## src/rtl/nano_mem_ctrl.sv

```systemverilog
// Memory-port controller for NanoCPU: boot-loads memory from a host stream, then
// arbitrates the single memory port between the CPU and a host debug port.
//
// state   | meaning
// --------+-------------------------------------------------------------
// ST_LOAD | CPU in reset, boot words streamed into memory from pointer
// ST_RUN  | CPU owns port when enabled, host gets idle cycles
// ST_HALT | CPU in reset, host owns every cycle
module nano_mem_ctrl #(
    parameter int ADDR_W = 8,
    parameter int DATA_W = 16
) (
    input  logic              ck,
    input  logic              rst,
    input  logic              ld_valid,
    output logic              ld_ready,
    input  logic [DATA_W-1:0] ld_data,
    input  logic              ld_last,
    input  logic              h_req,
    input  logic              h_we,
    input  logic [ADDR_W-1:0] h_addr,
    input  logic [DATA_W-1:0] h_wdata,
    output logic              h_gnt,
    output logic [DATA_W-1:0] h_rdata,
    output logic              h_rvalid,
    input  logic              halt_req,
    input  logic              run_req,
    input  logic              reload_req,
    input  logic [ADDR_W-1:0] cpu_address,
    input  logic [DATA_W-1:0] cpu_dataW,
    input  logic              cpu_ce,
    input  logic              cpu_we,
    output logic [DATA_W-1:0] cpu_dataR,
    output logic              cpu_rst,
    output logic [ADDR_W-1:0] mem_address,
    output logic [DATA_W-1:0] mem_dataW,
    output logic              mem_ce,
    output logic              mem_we,
    input  logic [DATA_W-1:0] mem_dataR,
    output logic [1:0]        state,
    output logic [ADDR_W:0]   load_cnt
);

    typedef enum logic [1:0] {
        ST_LOAD = 2'd0,
        ST_RUN  = 2'd1,
        ST_HALT = 2'd2
    } state_t;

    state_t              state_q, state_d;
    logic [ADDR_W-1:0]   ptr_q, ptr_d;
    logic [ADDR_W:0]     cnt_q, cnt_d;
    logic                cpu_rst_q;
    logic                ld_ready_q;
    logic [DATA_W-1:0]   h_rdata_q;
    logic                h_rvalid_q;
    logic                host_rd;

    always_ff @(posedge ck or negedge rst) begin
        if (!rst) begin
            state_q    <= ST_LOAD;
            ptr_q      <= '0;
            cnt_q      <= '0;
            cpu_rst_q  <= 1'b1;
            ld_ready_q <= 1'b0;
            h_rdata_q  <= '0;
            h_rvalid_q <= 1'b0;
        end else begin
            state_q    <= state_d;
            ptr_q      <= ptr_d;
            cnt_q      <= cnt_d;
            // Release only after a full settle cycle in RUN; reassert on leaving RUN.
            cpu_rst_q  <= (state_d != ST_RUN) || (state_q != ST_RUN);
            ld_ready_q <= (state_d == ST_LOAD);
            h_rvalid_q <= host_rd;
            if (host_rd) h_rdata_q <= mem_dataR;
        end
    end

    always_comb begin
        state_d     = state_q;
        ptr_d       = ptr_q;
        cnt_d       = cnt_q;
        mem_address = '0;
        mem_dataW   = '0;
        mem_ce      = 1'b0;
        mem_we      = 1'b0;
        h_gnt       = 1'b0;
        case (state_q)
            ST_LOAD: begin
                if (ld_valid && ld_ready_q) begin
                    mem_address = ptr_q;
                    mem_dataW   = ld_data;
                    mem_ce      = 1'b1;
                    mem_we      = 1'b1;
                    ptr_d       = ptr_q + {{(ADDR_W-1){1'b0}}, 1'b1};
                    cnt_d       = cnt_q + {{ADDR_W{1'b0}}, 1'b1};
                    if (ld_last || (&ptr_q)) state_d = ST_RUN;
                end
            end
            ST_RUN: begin
                if (cpu_ce && !cpu_rst_q) begin
                    mem_address = cpu_address;
                    mem_dataW   = cpu_dataW;
                    mem_ce      = 1'b1;
                    mem_we      = cpu_we;
                end else if (h_req) begin
                    mem_address = h_addr;
                    mem_dataW   = h_wdata;
                    mem_ce      = 1'b1;
                    mem_we      = h_we;
                    h_gnt       = 1'b1;
                end
                if (halt_req) state_d = ST_HALT;
            end
            ST_HALT: begin
                if (h_req) begin
                    mem_address = h_addr;
                    mem_dataW   = h_wdata;
                    mem_ce      = 1'b1;
                    mem_we      = h_we;
                    h_gnt       = 1'b1;
                end
                if (reload_req) begin
                    state_d = ST_LOAD;
                    ptr_d   = '0;
                    cnt_d   = '0;
                end else if (run_req) begin
                    state_d = ST_RUN;
                end
            end
            default: state_d = ST_LOAD;
        endcase
    end

    assign host_rd   = h_gnt && !h_we;
    assign cpu_dataR = mem_dataR;
    assign cpu_rst   = cpu_rst_q;
    assign ld_ready  = ld_ready_q;
    assign h_rdata   = h_rdata_q;
    assign h_rvalid  = h_rvalid_q;
    assign state     = state_q;
    assign load_cnt  = cnt_q;

endmodule

```

## config.mk

```make
export PLATFORM = sky130hd
export DESIGN_NAME = nano_mem_ctrl
export DESIGN_NICKNAME = d
export VERILOG_FILES = /design/src/rtl/nano_mem_ctrl.sv
export SDC_FILE = /design/constraint.sdc
export NUM_CORES = 1
export LEC_CHECK = 0
export ABC_CLOCK_PERIOD_IN_PS = 2280
export BUFFER_PORTS_ARGS = -buffer_cell sky130_fd_sc_hd__clkbuf_2
export CAP_MARGIN = 20
export CORE_MARGIN = 2
export CORE_UTILIZATION = 43
export DETAILED_ROUTE_END_ITERATION = 7
export HOLD_SLACK_MARGIN = 0.12
export PLACE_DENSITY_LB_ADDON = 0.08
export SYNTH_ARGS = -nofsm -noshare
export SYNTH_HDL_FRONTEND = slang
export SYNTH_SLANG_ARGS = --single-unit
```

## constraint.sdc

```tcl
create_clock -name ck -period 2.28 [get_ports ck]
set_input_delay 0.456 -clock ck [delete_from_list [all_inputs] [get_ports ck]]
set_output_delay 0.456 -clock ck [all_outputs]
set_load 0.02 [all_outputs]
```

**After elaboration in Yosys (flattened, before gate mapping)**

Cells that the tools add are included.

- Add/sub/neg operators: 2
- Reduce and logical (&&, ||, !) cells: 12
- Mux-type cells: 29
- Equal/unequal tests: 6

Operator list:

| kind | number |
|---|---|
| 16-bit 2-to-1 mux | 3 |
| 16-bit one-hot mux with 3 select lines | 1 |
| 8-bit 2-to-1 mux | 5 |
| 8-bit one-hot mux with 3 select lines | 1 |
| 9-bit 2-to-1 mux | 2 |
| 9-bit one-hot mux with 2 select lines | 1 |
| 8-bit one-hot mux with 2 select lines | 1 |
| 2-bit 2-to-1 mux | 5 |
| 9-bit by 1-bit adder with 9-bit output (second input constant) | 1 |
| 8-bit by 1-bit adder with 8-bit output (second input constant) | 1 |
| 8-bit AND reduction | 1 |
| 1-bit 2-to-1 mux | 6 |
| 1-bit one-hot mux with 3 select lines | 2 |
| 2-bit one-hot mux with 3 select lines | 1 |
| 2-bit zero test | 2 |
| 2-bit by 1-bit inequality test with 1-bit output (second input constant) | 2 |
| 2-bit inequality test (second input constant) | 2 |
| 1-bit logical AND | 3 |
| 3-bit AND reduction | 1 |
| 2-bit by 1-bit equality test with 1-bit output (second input constant) | 1 |
| 2-bit equality test (second input constant) | 1 |
| 1-bit zero test | 2 |
| 1-bit logical OR | 2 |
| 1-bit one-hot mux with 2 select lines | 1 |
| 2-bit nonzero test | 1 |

- Output and inout bits: 73
- Word-level logic and storage cells: 56
- Bits in registers: 38
- Bits of input ports: 91

**Logic depth before layout (Yosys ltp)**

Gate-level depths: netlist (run 1).

- Depth in word-level cells: 7
- Gate-level depth with buffers: 9

**Worst setup path after synthesis (run 1)**

OpenSTA, ideal clock, no wires.

- Kind: reg2out
- From: register state_q[1], in the netlist state[1]
- To: output mem_address[0]
- Path buffers: 2
- Data arrival time: 1901 ps
- Required time: 1824 ps
- Setup slack: -77 ps
- Stages on the path, launching flop included: 8
- Cell sequence: dfrtp_1 > inv_1 > ha_1 > and3_1 > buf_2 > clkbuf_1 > a22oi_1 > a21oi_1

- Cells in the longest elaborated chain, start to end: 2
- Elaborated cells on any way between the ends: 4
- Those cells by class: eq/ne (2); mux (1); reduce/logical (1)

RTL lines:

| element | line | RTL |
|---|---|---|
| start, declared | 50 | `state_t state_q, state_d;` |
| start signal, assigned | 69 | `state_q <= state_d;` |
| 2-bit equality test (tied with other cells) | 89 | `case (state_q)` |
| 8-bit one-hot mux with 3 select lines * | 89 |  |
| end, declared | 35 | `output logic [ADDR_W-1:0] mem_address,` |

Mark *: on every way between the ends. The rest lies on a longest branch, timed or not.

**Worst setup path after layout (run 1)**

- From: register state_q[0], in the netlist state[0]
- To: output mem_dataW[15]

- Cells in the longest elaborated chain, start to end: 2
- Elaborated cells on any way between the ends: 4
- Those cells by class: eq/ne (2); mux (1); reduce/logical (1)

RTL lines:

| element | line | RTL |
|---|---|---|
| 2-bit equality test (tied with other cells) | 89 |  |
| 16-bit one-hot mux with 3 select lines * | 89 |  |
| end, declared | 36 | `output logic [DATA_W-1:0] mem_dataW,` |

Marks and branches as above.

==> summary.txt, run 1 <==
Setup path
  – CP arrival: 1860 ps
  – Crit path max fanout: 8
  – Crit path capture type: output port
  – Crit path launch type: flip-flop
  – WP data required: 1820 ps
  – WS Path Type: flip-flop to output port

Floorplanning
  – Die area: 0.00671 mm²
  – Chip Height: 81.9 µm
  – Starting Density: 0.443
  – Row cnt: 28
  – I/O pin cnt: 164
  – Core area: 0.00589 mm²
  – Die Width: 81.9 µm

Timing
  – Slew Limit Fails: 0
  – Setup WS post-layout: -31.7 ps
  – Minimum clock period: 2310 ps
  – Setup violators final: 7
  – Slew HR: 0.590
  – Final Hold Vio Count: 0
  – Worst slew pin tran: 616 ps
  – Final period util: 1.01
  – Fin Hold WS: 136 ps
  – Fmax achieved: 433 MHz
  – Worst Skew: 5.47 ps
  – RSZ-0062 raised after global routing: yes

Clock network
  – CTS Hold Bufs: 0
  – CTS root buf: clkbuf_8
  – CTS buffer count: 5
  – Worst-Skew Late Latency: 290 ps
  – CTS H-tree depth: 2
  – CTS tree: built
  – Clk pin slew, worst setup/hold paths: 80 ps
  – Clock sink count: 38
  – Longest Clk Path Bufs: 2

Synth
  – Sequential area share after synthesis: 0.365
  – Cell count after synthesis: 286
  – Synthesized cell area: 0.00261 mm²
  – Synth Register Bits: 38
  – Syn avg cell area: 9.13 µm²
  – Asr flop ratio synth: 1.00
  – Net count after synthesis: 383
  – Yosys top cell area share: 0.355
  – Cell variety after synth: 51
  – Most area-consuming cells after synthesis: dfrtp_1 35%, a22oi_1 6.6%, a21oi_1 6.5%, nand3_1 5.6%, mux2_4 5.2%
  – Yosys warning total: 0
  – Yosys top cell by area: dfrtp_1
  – Number of flops mapped to enable cells by yosys: 0
  – Ys flop type: dfrtp_1

Final layout
  – Area Growth Syn to Fin: 56.6%
  – Final layout net count: 542
  – Commonest non-fill, non-tap cell in the layout: clkbuf_2
  – Antenna cells: 0
  – Final non-filler cell area: 0.00409 mm²
  – Share of cells above drive strength 1: 0.610
  – Final core utilization: 0.695
  – Most frequent cells in the layout: 137 x clkbuf_2, 37 x dfrtp_1, 30 x buf_4

Placed design
  – Area after DPL: 0.00351 mm²
  – Placer Congestion: 0.818
  – IO buf count: 163
  – Hpwl dp: 5920 µm

Route
  – Vias: 2898
  – Vias per cell: 5.56
  – WL per Instance: 17.0 µm
  – DR iter-0 viols: 162
  – Final wirelength: 8860 µm
  – Final ANT Viol Nets: 0
  – Detailed-router iteration count before antenna repair: 4
  – Drt drc: 0

Power and ir drop
  – Power Density: 1280 mW/mm²
  – Peak VDD IR: 704 µV
  – Leak: 1.93 nW

Global routing
  – Initial antenna violation count: 0
  – Largest net degree at the start of global routing: 29
  – Via count of the first global-routing pass: 2563
  – GRT overflow: 0
  – GRT Util Overall: 0.234
  – First-pass GRT wire length: 12100 µm

Outcome
  – Status: finished, violations left
  – Violated checks: negative setup slack

Hold path
  – Worst min-delay path class: input port to asynchronous set/reset pin

Flow run
  – Max-Cap Viols: 0
[state kept, by name, summed over array words and instances (netlist names)]
register	count
h_rdata	16
load_cnt	9
ptr_q	8
state	2
cpu_rst	1
h_rvalid	1
ld_ready	1
[path summary, 6_finish.rpt]
path	startpoint	end	slack (ps)	depth (start not counted)
hold / removal	rst	h_rvalid$_DFF_PN0_	140	1
min in group ck	mem_dataR[8]	h_rdata[8]$_DFFE_PN0P_	410	2
setup reg to reg	state[0]$_DFF_PN0_	ptr_q[5]$_DFFE_PN0P_	130	7
hold reg to reg	load_cnt[8]$_DFFE_PN0P_	load_cnt[8]$_DFFE_PN0P_	500	1
max in group asynchronous	rst	cpu_rst$_DFF_PN1_	1520	2
setup / recovery	state[0]$_DFF_PN0_	mem_dataW[15]	-30	7
[routing by layer]
metal,GRT usage,up-vias,wire length (µm)
li1,-,1373,-
met1,0.284,1394,3520
met2,0.416,121,4640
met3,0.0473,10,597
met4,0.0700,0,101
met5,0,-,0
[power by group]
part	total [mW]	internal, mW	switching [mW]
Sequential	1.18	0.941	0.238
Clock	0.690	0.438	0.252
Combinational	3.36	1.57	1.79
[critical path, cell delays in order, from the launching register on]
cell and delay (ps):
dfrtp_1 430, inv_2 130, ha_4 160, and3_4 260, buf_12 160, a22oi_1 60, a21oi_1 180, buf_4 170
[per-stage QoR]
stage / TNS, ps / worst slack (ps) / cells / power (mW)
3_3_place_gp: 0 / 161 / 500 / 3.89
4_1_cts: -133 / -51.8 / 510 / 4.83
6_report: -126 / -31.7 / 521 / 5.23
2_1_floorplan: 0 / 15.1 / 286 / 3.04
3_5_place_dp: 0 / 143 / 500 / 3.94
5_1_grt: -1090 / -89.6 / 521 / 5.54
[cells by family after synthesis]
logic type | share of synthesized area
AO/OA/AOI/OAI | 0.225
adder cells (fa/ha/maj) | 0.0288
buffers and inverters | 0.0968
flip-flops | 0.365
multiplexers | 0.0944
AND/OR/NAND/NOR | 0.190
[cell type report]
cell class                 count  area (µm²)
fill                         475        1800
tap                           75        93.8
clock inverter                 3        68.8
clock buffer                   5        68.8
sequential                    38         952
inverter                       5        18.8
multi-input combinational    205        1650
timing repair buffer         190        1240
[synth_stat cells, types with 2 or more instances]
| master | count |
|---|---|
| or3_1 | 3 |
| buf_4 | 16 |
| nor4b_1 | 2 |
| a21oi_1 | 34 |
| o21a_1 | 2 |
| nor2_1 | 3 |
| a2111oi_0 | 4 |
| o21ai_0 | 14 |
| nand2b_1 | 3 |
| clkbuf_1 | 12 |
| a32oi_1 | 2 |
| nor4_1 | 3 |
| a22oi_1 | 23 |
| ha_1 | 6 |
| inv_1 | 4 |
| and2_1 | 2 |
| buf_1 | 2 |
| nand2_1 | 21 |
| buf_2 | 6 |
| mux2_2 | 9 |
| nand3b_1 | 4 |
| nor3_1 | 4 |
| a221o_1 | 2 |
| nor2b_1 | 4 |
| and3_1 | 3 |
| nand3_1 | 29 |
| mux2_4 | 9 |
| dfrtp_1 | 37 |
[repair_timing]
item,CTS,global route
cloned,1,4
setup endpoints to repair,27,26
setup buffers,1,7
resized for setup,23,70
pin swaps,2,13
No activity file was read; power rests on OpenSTA's default activity.
==> run 2: changes to the inputs <==
--- a/config.mk
+++ b/config.mk
@@ -8,11 +8,10 @@
 export ABC_CLOCK_PERIOD_IN_PS = 2280
 export BUFFER_PORTS_ARGS = -buffer_cell sky130_fd_sc_hd__clkbuf_2
 export CAP_MARGIN = 20
-export CORE_MARGIN = 2
 export CORE_UTILIZATION = 43
 export DETAILED_ROUTE_END_ITERATION = 7
 export HOLD_SLACK_MARGIN = 0.12
-export PLACE_DENSITY_LB_ADDON = 0.08
+export PLACE_DENSITY = 0.84
 export SYNTH_ARGS = -nofsm -noshare
 export SYNTH_HDL_FRONTEND = slang
 export SYNTH_SLANG_ARGS = --single-unit
==> summary.txt, run 2 (synthesized netlist as in run 1, its figures left out) <==
Outcome
  – Status: finished, violations left
  – Violated checks: negative setup slack

Timing
  – Final period util: 1.02
  – Fmax achieved: 432 MHz
  – Worst Skew: 11.2 ps
  – RSZ-0062 raised after global routing: yes
  – Worst slew pin tran: 585 ps
  – Final Hold Vio Count: 0
  – Slew HR: 0.610
  – Setup violators final: 8
  – Setup WS post-layout: -37.3 ps
  – Minimum clock period: 2320 ps
  – Slew Limit Fails: 0
  – Fin Hold WS: 106 ps

Setup path
  – Reg-to-reg slack, setup: 190 ps
  – Buf/Inv on CP: 4
  – CP max-delay cell: dfrtp_1
  – WS Path Type: flip-flop to output port
  – WP data required: 1820 ps
  – Critical R2R Launch: state[0]$_DFF_PN0_
  – Crit-path max cell delay: 420 ps
  – Crit path launch type: flip-flop
  – Reg2reg path depth: 8
  – Crit path max fanout: 20
  – CP arrival: 1860 ps
  – Worst R2R End: load_cnt[5]$_DFFE_PN0P_
  – Cell family with most CP delay: buffers and inverters
  – Crit path capture type: output port
  – Critical-path cell list: inv_2 -> buf_4 -> ha_4 -> o21bai_4 -> buf_12 -> nand3_1 -> a21oi_2 -> buf_6

Global routing
  – GRT overflow: 0
  – Initial antenna violation count: 0
  – GRT Util Overall: 0.253
  – Via count of the first global-routing pass: 2735
  – First-pass GRT wire length: 12500 µm
  – Largest net degree at the start of global routing: 27

Power and ir drop
  – Power Density: 1250 mW/mm²
  – Peak VDD IR: 652 µV
  – Leak: 1.93 nW
  – Overall power: 5.09 mW

Clock network
  – Worst-Skew Late Latency: 300 ps
  – Clock sink count: 38
  – CTS Hold Bufs: 0
  – Clk pin slew, worst setup/hold paths: 80 ps
  – CTS root buf: clkbuf_8
  – CTS H-tree depth: 2
  – Longest Clk Path Bufs: 2
  – CTS buffer count: 5
  – CTS tree: built

Route
  – Final wirelength: 8670 µm
  – WL met3: 501 µm
  – Met1 WL: 3220 µm
  – Drt drc: 0
  – DR iter-0 viols: 166
  – Detailed-router iteration count before antenna repair: 4
  – Met2 WL post-DR: 4690 µm
  – Vias per cell: 5.60
  – Final ANT Viol Nets: 0
  – Highest routed layer: met4
  – Vias: 2947
  – WL per Instance: 16.5 µm

Placed design
  – Placer Congestion: 0.901
  – Hpwl dp: 6100 µm
  – IO buf count: 163
  – Cell count after placement: 504
  – Pre-CTS setup slack: 134 ps

Final layout
  – Final layout net count: 547
  – Area Growth Syn to Fin: 56.4%
  – Fillers: 446
  – Commonest non-fill, non-tap cell in the layout: clkbuf_2
  – Share of cells above drive strength 1: 0.621
  – Antenna cells: 0
  – Most frequent cells in the layout: 138 x clkbuf_2, 37 x dfrtp_1, 33 x buf_4
  – Number of flip-flops in the largest register: 16
  – Final Non-Filler Cells: 526
  – Final core utilization: 0.693

Floorplanning
  – Row cnt: 28
  – Core area: 0.00589 mm²
  – I/O pin cnt: 164
  – Die Width: 79.9 µm
  – Die area: 0.00639 mm²
  – Chip Height: 79.9 µm
  – Starting Density: 0.443

Hold path
  – Worst min-delay path class: input port to asynchronous set/reset pin

Flow run
  – Max-Cap Viols: 0
[run 2: cell types whose count changed in the layout (fill, tap and decap cells not counted), sizes merged]
cell      before  now
bufinv         2    0
clkinvlp       0    1
clkbuf       147  149
buf           48   52
[run 2: per-layer routing]
layer,vias to the layer above,global-route usage
met5,-,0
li1,1384,-
met3,23,0.0331
met1,1419,0.289
met4,0,0.125
met2,121,0.459
[run 2: what timing repair did]
action,4_1_cts,5_1_grt
pin swaps,4,9
resized for setup,46,62
buffers inserted,7,6
endpoints found under the setup margin,27,26
gates cloned,0,1
[run 2: area by class of cell]
class | count | area, µm² | area share
Sequential cell | 38 | 952 | 0.233
Clock inverter | 2 | 12.5 | 0.00307
Clock buffer | 6 | 82.6 | 0.0202
Timing Repair Buffer | 195 | 1270 | 0.311
Multi-Input combinational cell | 205 | 1650 | 0.405
Tap cell | 75 | 93.8 | 0.0230
Inverter | 5 | 18.8 | 0.00460
[run 2: per-stage QoR]
step | cell area, µm² | TNS, ps
final | 4080 | -132
after global routing | 4080 | -1240
after CTS | 3860 | -0.583
after detailed placement | 3530 | 0
after global placement | 3530 | 0
after floorplan | 2690 | 0
[run 2: worst max-delay path by stage]
| stage | from | to | cells past startpoint | slack, ps |
|---|---|---|---|---|
| after global routing | state[0]$_DFF_PN0_ | mem_address[3] | 8 | -110 |
| after global placement | state[1]$_DFF_PN0_ | mem_dataW[4] | 8 | 170 |
| after floorplan | state[1]$_DFF_PN0_ | mem_address[0] | 7 | 20 |
| after CTS | state[0]$_DFF_PN0_ | mem_dataW[4] | 8 | -0.6 |
| after detailed placement | state[0]$_DFF_PN0_ | mem_dataW[0] | 8 | 130 |
| final | state[0]$_DFF_PN0_ | mem_dataW[12] | 8 | -40 |
[run 2: report_power, final]
group	internal (mW)	switching [mW]	leakage [nW]
clock network	0.243	0.245	0.0472
registers	0.941	0.241	0.431
logic	1.61	1.81	1.45
total	2.79	2.30	1.93
==> run 3: changes to the inputs <==
--- a/config.mk
+++ b/config.mk
@@ -12,6 +12,7 @@
 export DETAILED_ROUTE_END_ITERATION = 7
 export HOLD_SLACK_MARGIN = 0.12
 export PLACE_DENSITY = 0.84
+export SETUP_SLACK_MARGIN = 0.05
 export SYNTH_ARGS = -nofsm -noshare
 export SYNTH_HDL_FRONTEND = slang
 export SYNTH_SLANG_ARGS = --single-unit
==> summary.txt, run 3 (synthesized netlist as in run 1, its figures left out) <==
Final layout
  – Number of flip-flops in the largest register: 16
  – Final non-filler cell area: 0.00419 mm²
  – Most frequent cells in the layout: 137 x clkbuf_2, 37 x dfrtp_1, 26 x buf_4
  – Share of cells above drive strength 1: 0.611
  – Area Growth Syn to Fin: 60.6%
  – Final core utilization: 0.712
  – Final layout net count: 548
  – Fillers: 402
  – Antenna cells: 0
  – Commonest non-fill, non-tap cell in the layout: clkbuf_2

Hold path
  – Worst min-delay path class: input port to asynchronous set/reset pin

Route
  – WL per Instance: 17.8 µm
  – Final ANT Viol Nets: 0
  – Drt drc: 0
  – Detailed-router iteration count before antenna repair: 4
  – Vias: 3058
  – Vias per cell: 5.80
  – Final wirelength: 9400 µm
  – DR iter-0 viols: 186

Timing
  – RSZ-0062 raised after global routing: yes
  – Final TNS setup: -482 ps
  – Minimum clock period: 2340 ps
  – Final period util: 1.03
  – Worst Skew: 2.36 ps
  – Worst slew pin tran: 603 ps
  – Slew Limit Fails: 0
  – Final Hold Vio Count: 0
  – Slew HR: 0.598
  – Fmax achieved: 427 MHz
  – Setup violators final: 16
  – Setup WS post-layout: -64.0 ps

Power and ir drop
  – Leak: 1.97 nW
  – Power Density: 1280 mW/mm²
  – Clock network power share: 0.086
  – Psw: 2.38 mW
  – Sw Share: 0.446
  – Logic pwr share: 0.694
  – Sequential Power Share: 0.220
  – Int Power: 2.97 mW
  – Peak VDD IR: 688 µV

Placed design
  – Area after DPL: 0.00353 mm²
  – IO buf count: 163
  – Placer Congestion: 0.875
  – Pre-CTS setup slack: 112 ps
  – Hpwl dp: 5940 µm

Floorplanning
  – Row cnt: 28
  – Chip Height: 79.9 µm
  – Die area: 0.00639 mm²
  – Die Width: 79.9 µm
  – Core area: 0.00589 mm²
  – I/O pin cnt: 164
  – Starting Density: 0.443

Setup path
  – Crit path max fanout: 5
  – Crit path capture type: output port
  – WP data required: 1820 ps
  – Crit path launch type: flip-flop
  – CP arrival: 1890 ps
  – WS Path Type: flip-flop to output port

Global routing
  – First-pass GRT wire length: 13700 µm
  – GRT overflow: 0
  – Initial antenna violation count: 0
  – GRT Util Overall: 0.276
  – Largest net degree at the start of global routing: 39
  – Via count of the first global-routing pass: 2863

Outcome
  – Violated checks: negative setup slack
  – Status: finished, violations left

Clock network
  – CTS tree: built
  – Longest Clk Path Bufs: 2
  – Worst-Skew Late Latency: 280 ps
  – CTS Hold Bufs: 0
  – CTS H-tree depth: 2
  – Clock sink count: 38
  – Clk pin slew, worst setup/hold paths: 70 ps
  – CTS root buf: clkbuf_8
  – CTS buffer count: 5

Flow run
  – Max-Cap Viols: 0
## run 3: cell types whose count changed in the layout (fill, tap and decap cells not counted), moves of 2 or more
cell / previous run / this run
nand3_2: 2 / 9
nand3_4: 0 / 3
a22oi_2: 20 / 8
buf_6: 12 / 7
a22oi_1: 3 / 15
buf_16: 0 / 2
buf_4: 33 / 26
nand3_1: 27 / 17
buf_8: 2 / 0
clkbuf_8: 10 / 25
## run 3: routing by layer
layer,track usage,vias up,wire (µm)
met1,0.317,1475,3560
met2,0.506,164,4930
met5,0,-,0
met3,0.0514,28,671
met4,0.0982,0,247
li1,-,1391,-
## run 3: what timing repair did
action / in CTS / in global routing
setup buffers: 7 / 5
pin swaps: 15 / 19
gates resized for setup: 78 / 21
setup endpoints to repair: 25 / 27
endpoints found under the hold margin: 0 / 0
cloned: 4 / 2
## run 3: worst paths after layout
kind                                    startpoint                 endpoint  slack [ps]  depth (start not counted)
max                             state[0]$_DFF_PN0_            mem_dataW[11]         -60                          9
min                                            rst  h_rdata[10]$_DFFE_PN0P_         220                          2
max reg2reg                     state[1]$_DFF_PN0_  load_cnt[5]$_DFFE_PN0P_         280                          7
min reg2reg                load_cnt[8]$_DFFE_PN0P_  load_cnt[8]$_DFFE_PN0P_         500                          1
max in group asynchronous                      rst        cpu_rst$_DFF_PN1_        1700                          2
min in group ck                       mem_dataR[9]   h_rdata[9]$_DFFE_PN0P_         420                          2
## run 3: cell type report
type	count	area [µm²]	share of cell area
Multi-Input combinational cell	205	1650	0.394
Timing Repair Buffer	196	1390	0.331
Sequential cell	38	952	0.227
Tap cell	75	93.8	0.0224
Clock buffer	7	86.3	0.0206
Inverter	5	18.8	0.00448
Clock inverter	1	5.00	0.00119
## run 3: worst max-delay path: stages, from the launching register on
cell and delay, ps:
dfrtp_1 380, buf_6 120, ha_4 140, inv_2 40, o21bai_4 200, buf_6 160, clkbuf_16 150, nand3_1 100
a21oi_2 160, clkbuf_8 160
## run 3: power by group through the flow
stage	registers (mW)	clock network [mW]	logic, mW
floorplan	1.41	0	1.64
global placement	1.16	0	2.74
detailed placement	1.18	0	2.81
CTS	1.17	0.478	3.50
global route	1.21	0.507	3.96
finish	1.18	0.463	3.71
## run 3: metrics by stage
stage | instances | hold slack, ps | power, mW
2_1_floorplan | 286 | 160 | 3.04
3_3_place_gp | 502 | 490 | 3.90
3_5_place_dp | 502 | 497 | 3.99
4_1_cts | 521 | 224 | 5.15
5_1_grt | 527 | 256 | 5.67
6_report | 527 | 218 | 5.35
